**src/rtl/stress_eval_multi.sv**
```systemverilog
// stress_eval_multi: per-channel windowed averaging of stress sensors with decrease/equal flags, combined any/all under a mask
//   clk, reset (sync, active-high), slow (sample strobe), ch_en (combine mask), mode (0 any, 1 all),
//   data (N_CH packed W-bit samples) -> ch_gedaald/ch_gelijk (registered per-channel flags),
//   gedaald/gelijk (combinational combine), klaar (one-cycle result pulse)
module stress_eval_multi #(
  parameter int N_CH = 2,
  parameter int W = 8,
  parameter int LOG_AVG = 2,
  parameter int TOL = 2
) (
  input  logic              clk,
  input  logic              reset,
  input  logic              slow,
  input  logic [N_CH-1:0]   ch_en,
  input  logic              mode,
  input  logic [N_CH*W-1:0] data,
  output logic [N_CH-1:0]   ch_gedaald,
  output logic [N_CH-1:0]   ch_gelijk,
  output logic              gedaald,
  output logic              gelijk,
  output logic              klaar
);
  localparam int AW = W + LOG_AVG;
  localparam int CW = LOG_AVG > 0 ? LOG_AVG : 1;
  localparam logic [CW-1:0] LAST = CW'((1 << LOG_AVG) - 1);
  logic [CW-1:0] cnt;
  logic primed;
  logic [N_CH-1:0][AW-1:0] acc, sum;
  logic [N_CH-1:0][W-1:0] prev, avg;
  logic [N_CH-1:0][W:0] d, mag;
  logic [N_CH-1:0] dec, eq;
  // d = prev - avg as a W+1-bit two's-complement value; positive means the average fell
  always_comb begin
    for (int c = 0; c < N_CH; c++) begin
      sum[c] = acc[c] + AW'(data[c*W +: W]);
      avg[c] = W'(sum[c] >> LOG_AVG);
      d[c] = {1'b0, prev[c]} - {1'b0, avg[c]};
      mag[c] = d[c][W] ? -d[c] : d[c];
      dec[c] = !d[c][W] && d[c] > (W+1)'(TOL);
      eq[c] = mag[c] <= (W+1)'(TOL);
    end
  end
  always_ff @(posedge clk) begin
    if (reset) begin
      cnt <= '0;
      acc <= '0;
      prev <= '0;
      primed <= 1'b0;
      ch_gedaald <= '0;
      ch_gelijk <= '0;
      klaar <= 1'b0;
    end else begin
      klaar <= 1'b0;
      if (slow) begin
        if (cnt == LAST) begin
          cnt <= '0;
          acc <= '0;
          prev <= avg;
          primed <= 1'b1;
          // the first window after reset only seeds prev
          if (primed) begin
            ch_gedaald <= dec;
            ch_gelijk <= eq;
            klaar <= 1'b1;
          end
        end else begin
          cnt <= cnt + CW'(1);
          acc <= sum;
        end
      end
    end
  end
  // all-mode treats masked channels as true, but an empty mask forces 0
  assign gedaald = mode ? (|ch_en && &(ch_gedaald | ~ch_en)) : |(ch_gedaald & ch_en);
  assign gelijk = mode ? (|ch_en && &(ch_gelijk | ~ch_en)) : |(ch_gelijk & ch_en);
endmodule

```
**config.mk**
```make
export PLATFORM = sky130hd
export DESIGN_NAME = stress_eval_multi
export DESIGN_NICKNAME = d
export VERILOG_FILES = /design/src/rtl/stress_eval_multi.sv
export SDC_FILE = /design/constraint.sdc
export NUM_CORES = 1
export LEC_CHECK = 0
export ABC_AREA = 1
export BUFFER_PORTS_ARGS = -buffer_cell sky130_fd_sc_hd__buf_2
export CAP_MARGIN = 20
export CORE_MARGIN = 2
export CORE_UTILIZATION = 44
export CTS_CLUSTER_SIZE = 20
export DETAILED_ROUTE_END_ITERATION = 10
export PLACE_DENSITY = 0.72
export SYNTH_ARGS = -nofsm -noshare
export SYNTH_HDL_FRONTEND = slang
export SYNTH_SLANG_ARGS = --single-unit
```
**constraint.sdc**
```tcl
create_clock -name clk -period 6.7 [get_ports clk]
set_clock_uncertainty 0.2 [all_clocks]
set_input_delay 1.34 -clock clk [delete_from_list [all_inputs] [get_ports clk]]
set_output_delay 1.34 -clock clk [all_outputs]
set_load 0.05 [all_outputs]
```
==> results.toml <==
[power_and_ir_drop]
power_mw = 1.01
p_per_area_nw_per_um2 = 238
p_leak_nw = 2.30
ir_worst_vdd_mv = 0.140

[worst_setup_path]
cp_max_fo = 11
critPathLaunchType = "input port"
cp.buffers_inverters = 4
crit_path_start = "data[8]"
r2r-start = "acc[10]"
cp_top_family = "simple AND/OR/NAND/NOR gates"
worst_path_most_repeated_cell = "nand2_1"
max_stage_delay_ns = 0.43
cp-end-kind = "register"
critical_path.slowest_cell = "fa_1"
cp.arrival_ns = 4.68
path_class = "in2reg"
crit_chain = "buf_2 > ha_1 > inv_1 > fa_1 > inv_1 > nand2_2 > nand3_2 > a21oi_1 > o21ai_0 > xor2_1 > ha_1 > nand2_1 > inv_1 > nand2_1 > nand2_1 > nor2_2 > nand2_1 > nand2_1 > nand2_1 > nor2_1 > nand2_1 > nor2_1 > nand2_1 > a21oi_2"
crit_required_ns = 6.73

[sta]
min_period_over_period = 0.694
slew_viol_final = 0
whs_ns = 0.259
worst_pin_slew_ns = 0.955
tns_ns = 0
min_period_ns = 4.65
max_freq_mhz = 215
setup_violations = 0
setup_ws_ns = 2.05
relSlewSlack = 0.361
hold_viol = 0
rsz0062_at_grt = "no"

[synthesis]
synth_top_family_by_area = "simple AND/OR/NAND/NOR gates"
yosys-top-cells-area = "dfxtp_1 (23%), nand2_1 (17%), ha_1 (11%), inv_1 (9.7%), nand3_1 (6.1%)"
synthXorXnorAreaFrac = 0.0314
synth_ff_type = "dfxtp_1"
syn_area_um2 = 3910
ys_seq_area_frac = 0.225
yosys-top-cells-count = "nand2_1 (177), inv_1 (101), nand3_1 (48)"
yosysWarnings = 0
synth_top_area_share = 0.225
synth-compound-area-share = 0.134
synth_fp_nets = 672
synth_edf_count = 0
synth.avg_cell_area_um2 = 6.39
syn_inst = 611
synth_most_common_cell = "nand2_1"
synthArstFlopShare = 0
synth_simple_gate_area_frac = 0.362
synthMuxAreaShare = 0
synth_seq_cells = 44
synthAdderAreaFrac = 0.133
ys_types = 35
synth_top_cell_by_area = "dfxtp_1"

[placed_design]
portBuffers = 28
globalplace.congestion = 0.864
placedCellCount = 736
place_ws_ns = 1.77
dp_hpwl_um = 6800

[layout]
finalNonFillerCells = 744
nets = 696
area_growth_pct = 8.71
antenna_cells = 0
num-fill-cells = 905
drive_above_1_share = 0.127

[route]
postRouteAntennaNets = 0
drt_first_pass_iters = 4
vias = 3727
drc = 0
wl_um = 8720
viasPerCell = 5.01
wl_per_cell_um = 11.7
drt_iter0_drc = 165

[clock_tree]
insertion_delay_ns = 0.30
ctsHoldBuffers = 0
clk_pin_slew_worst_paths_ns = 0.08
cts_buffers = 5
ctsResizeCount = 0
cts.sinks = 44
cts_setup_buffers = 0
cts-root-buf = "clkbuf_8"
cts_tree = "yes"
cts_buffer_depth = 2
h-tree-depth = 2

[floorplanning]
num_io_pins = 29
die_area_um2 = 9650
die_w_um = 98.2
die_h_um = 98.2
core_um2 = 8680
fp-row-count = 34
start_util = 0.450

[worst_hold_path]
worstHoldStart = "primed"
hold_path_class = "reg2reg"

[global_routing]
grt_pass1_wl_um = 15300
antenna_found_initial = 0
grt_max_degree = 36
grt_usage = 0.186
first_global_vias = 3618
overflow = 0

[run_status]
status = "complete, no violations"

[flow_run]
maxCapViolCount = 0
## tightest hold or removal path: stages, from the launching register on
cell	delay, ns
dfxtp_1	0.30
inv_1	0.06
a21oi_1	0.06
## placed cells by master (no fill, tap or decap)
cell type / instances
inv_1: 101
nand4_1: 5
nand3b_1: 2
o21ai_0: 13
a31oi_1: 1
dfxtp_1: 44
buf_2: 28
nand3_4: 1
nand2_4: 2
nand3_2: 9
nor2_1: 37
nand2_1: 177
bufinv_16: 1
a22o_1: 2
clkinv_1: 2
clkbuf_8: 6
fa_1: 4
nand2_2: 12
o211ai_1: 8
o21ai_1: 1
clkinv_2: 1
a211oi_1: 4
nand3_1: 48
nand4_2: 2
o2111ai_1: 1
ha_1: 35
a21oi_1: 45
xor2_1: 7
a21oi_2: 3
or2_2: 8
xnor2_1: 7
a2bb2oi_1: 2
nor2_2: 7
o22ai_1: 5
o21a_1: 1
o21bai_1: 3
clkinv_4: 1
## state kept, by name (all words and copies together), names as in the netlist
signal      cells
primed          1
klaar           1
ch_gedaald      2
acc            20
ch_gelijk       2
cnt             2
prev           16
## stage by stage
step                cell area [um^2]  utilization
global route                    4250        0.489
finish                          4250        0.489
global placement                4130        0.475
detailed placement              4130        0.475
CTS                             4250        0.489
floorplan                       3910            -
## routing by layer
| metal | vias to the layer above | track usage | part of all wire |
|---|---|---|---|
| li1 | 1990 | - | - |
| met1 | 1669 | 0.223 | 0.45 |
| met2 | 61 | 0.352 | 0.50 |
| met3 | 7 | 0.0272 | 0.038 |
| met4 | 0 | 0.0369 | 0.0089 |
| met5 | - | 0 | 0 |
## final cells by class
class                      instances  area [um^2]  share of cell area
multi-input combinational        452         2580               0.607
sequential                        44          881               0.207
tap                              108          135              0.0318
clock buffer                       6         82.6              0.0194
timing repair buffer              28          140              0.0330
clock inverter                     2         38.8             0.00913
inverter                         104          392              0.0922
## report_power, final
part | switching [mW] | total (mW) | internal (mW)
sequential | 0.00913 | 0.286 | 0.277
combinational | 0.326 | 0.504 | 0.178
clock | 0.0970 | 0.219 | 0.122
total | 0.432 | 1.01 | 0.577
## final timing paths
kind / slack, ns / to / cells past startpoint
setup / recovery: 2.05 / ch_gelijk[1] / 24
hold / removal: 0.26 / primed / 2
setup reg to reg: 2.82 / ch_gelijk[1] / 23
hold reg to reg: 0.26 / primed / 2
## cell families after synthesis
| group | after synthesis |
|---|---|
| AND/OR/NAND/NOR | 310 |
| XOR/XNOR | 14 |
| buffers and inverters | 115 |
| flip-flops | 44 |
| AO/OA/AOI/OAI | 89 |
| adder cells (fa/ha/maj) | 39 |
Note: power is estimated with default switching activity, not from simulation.
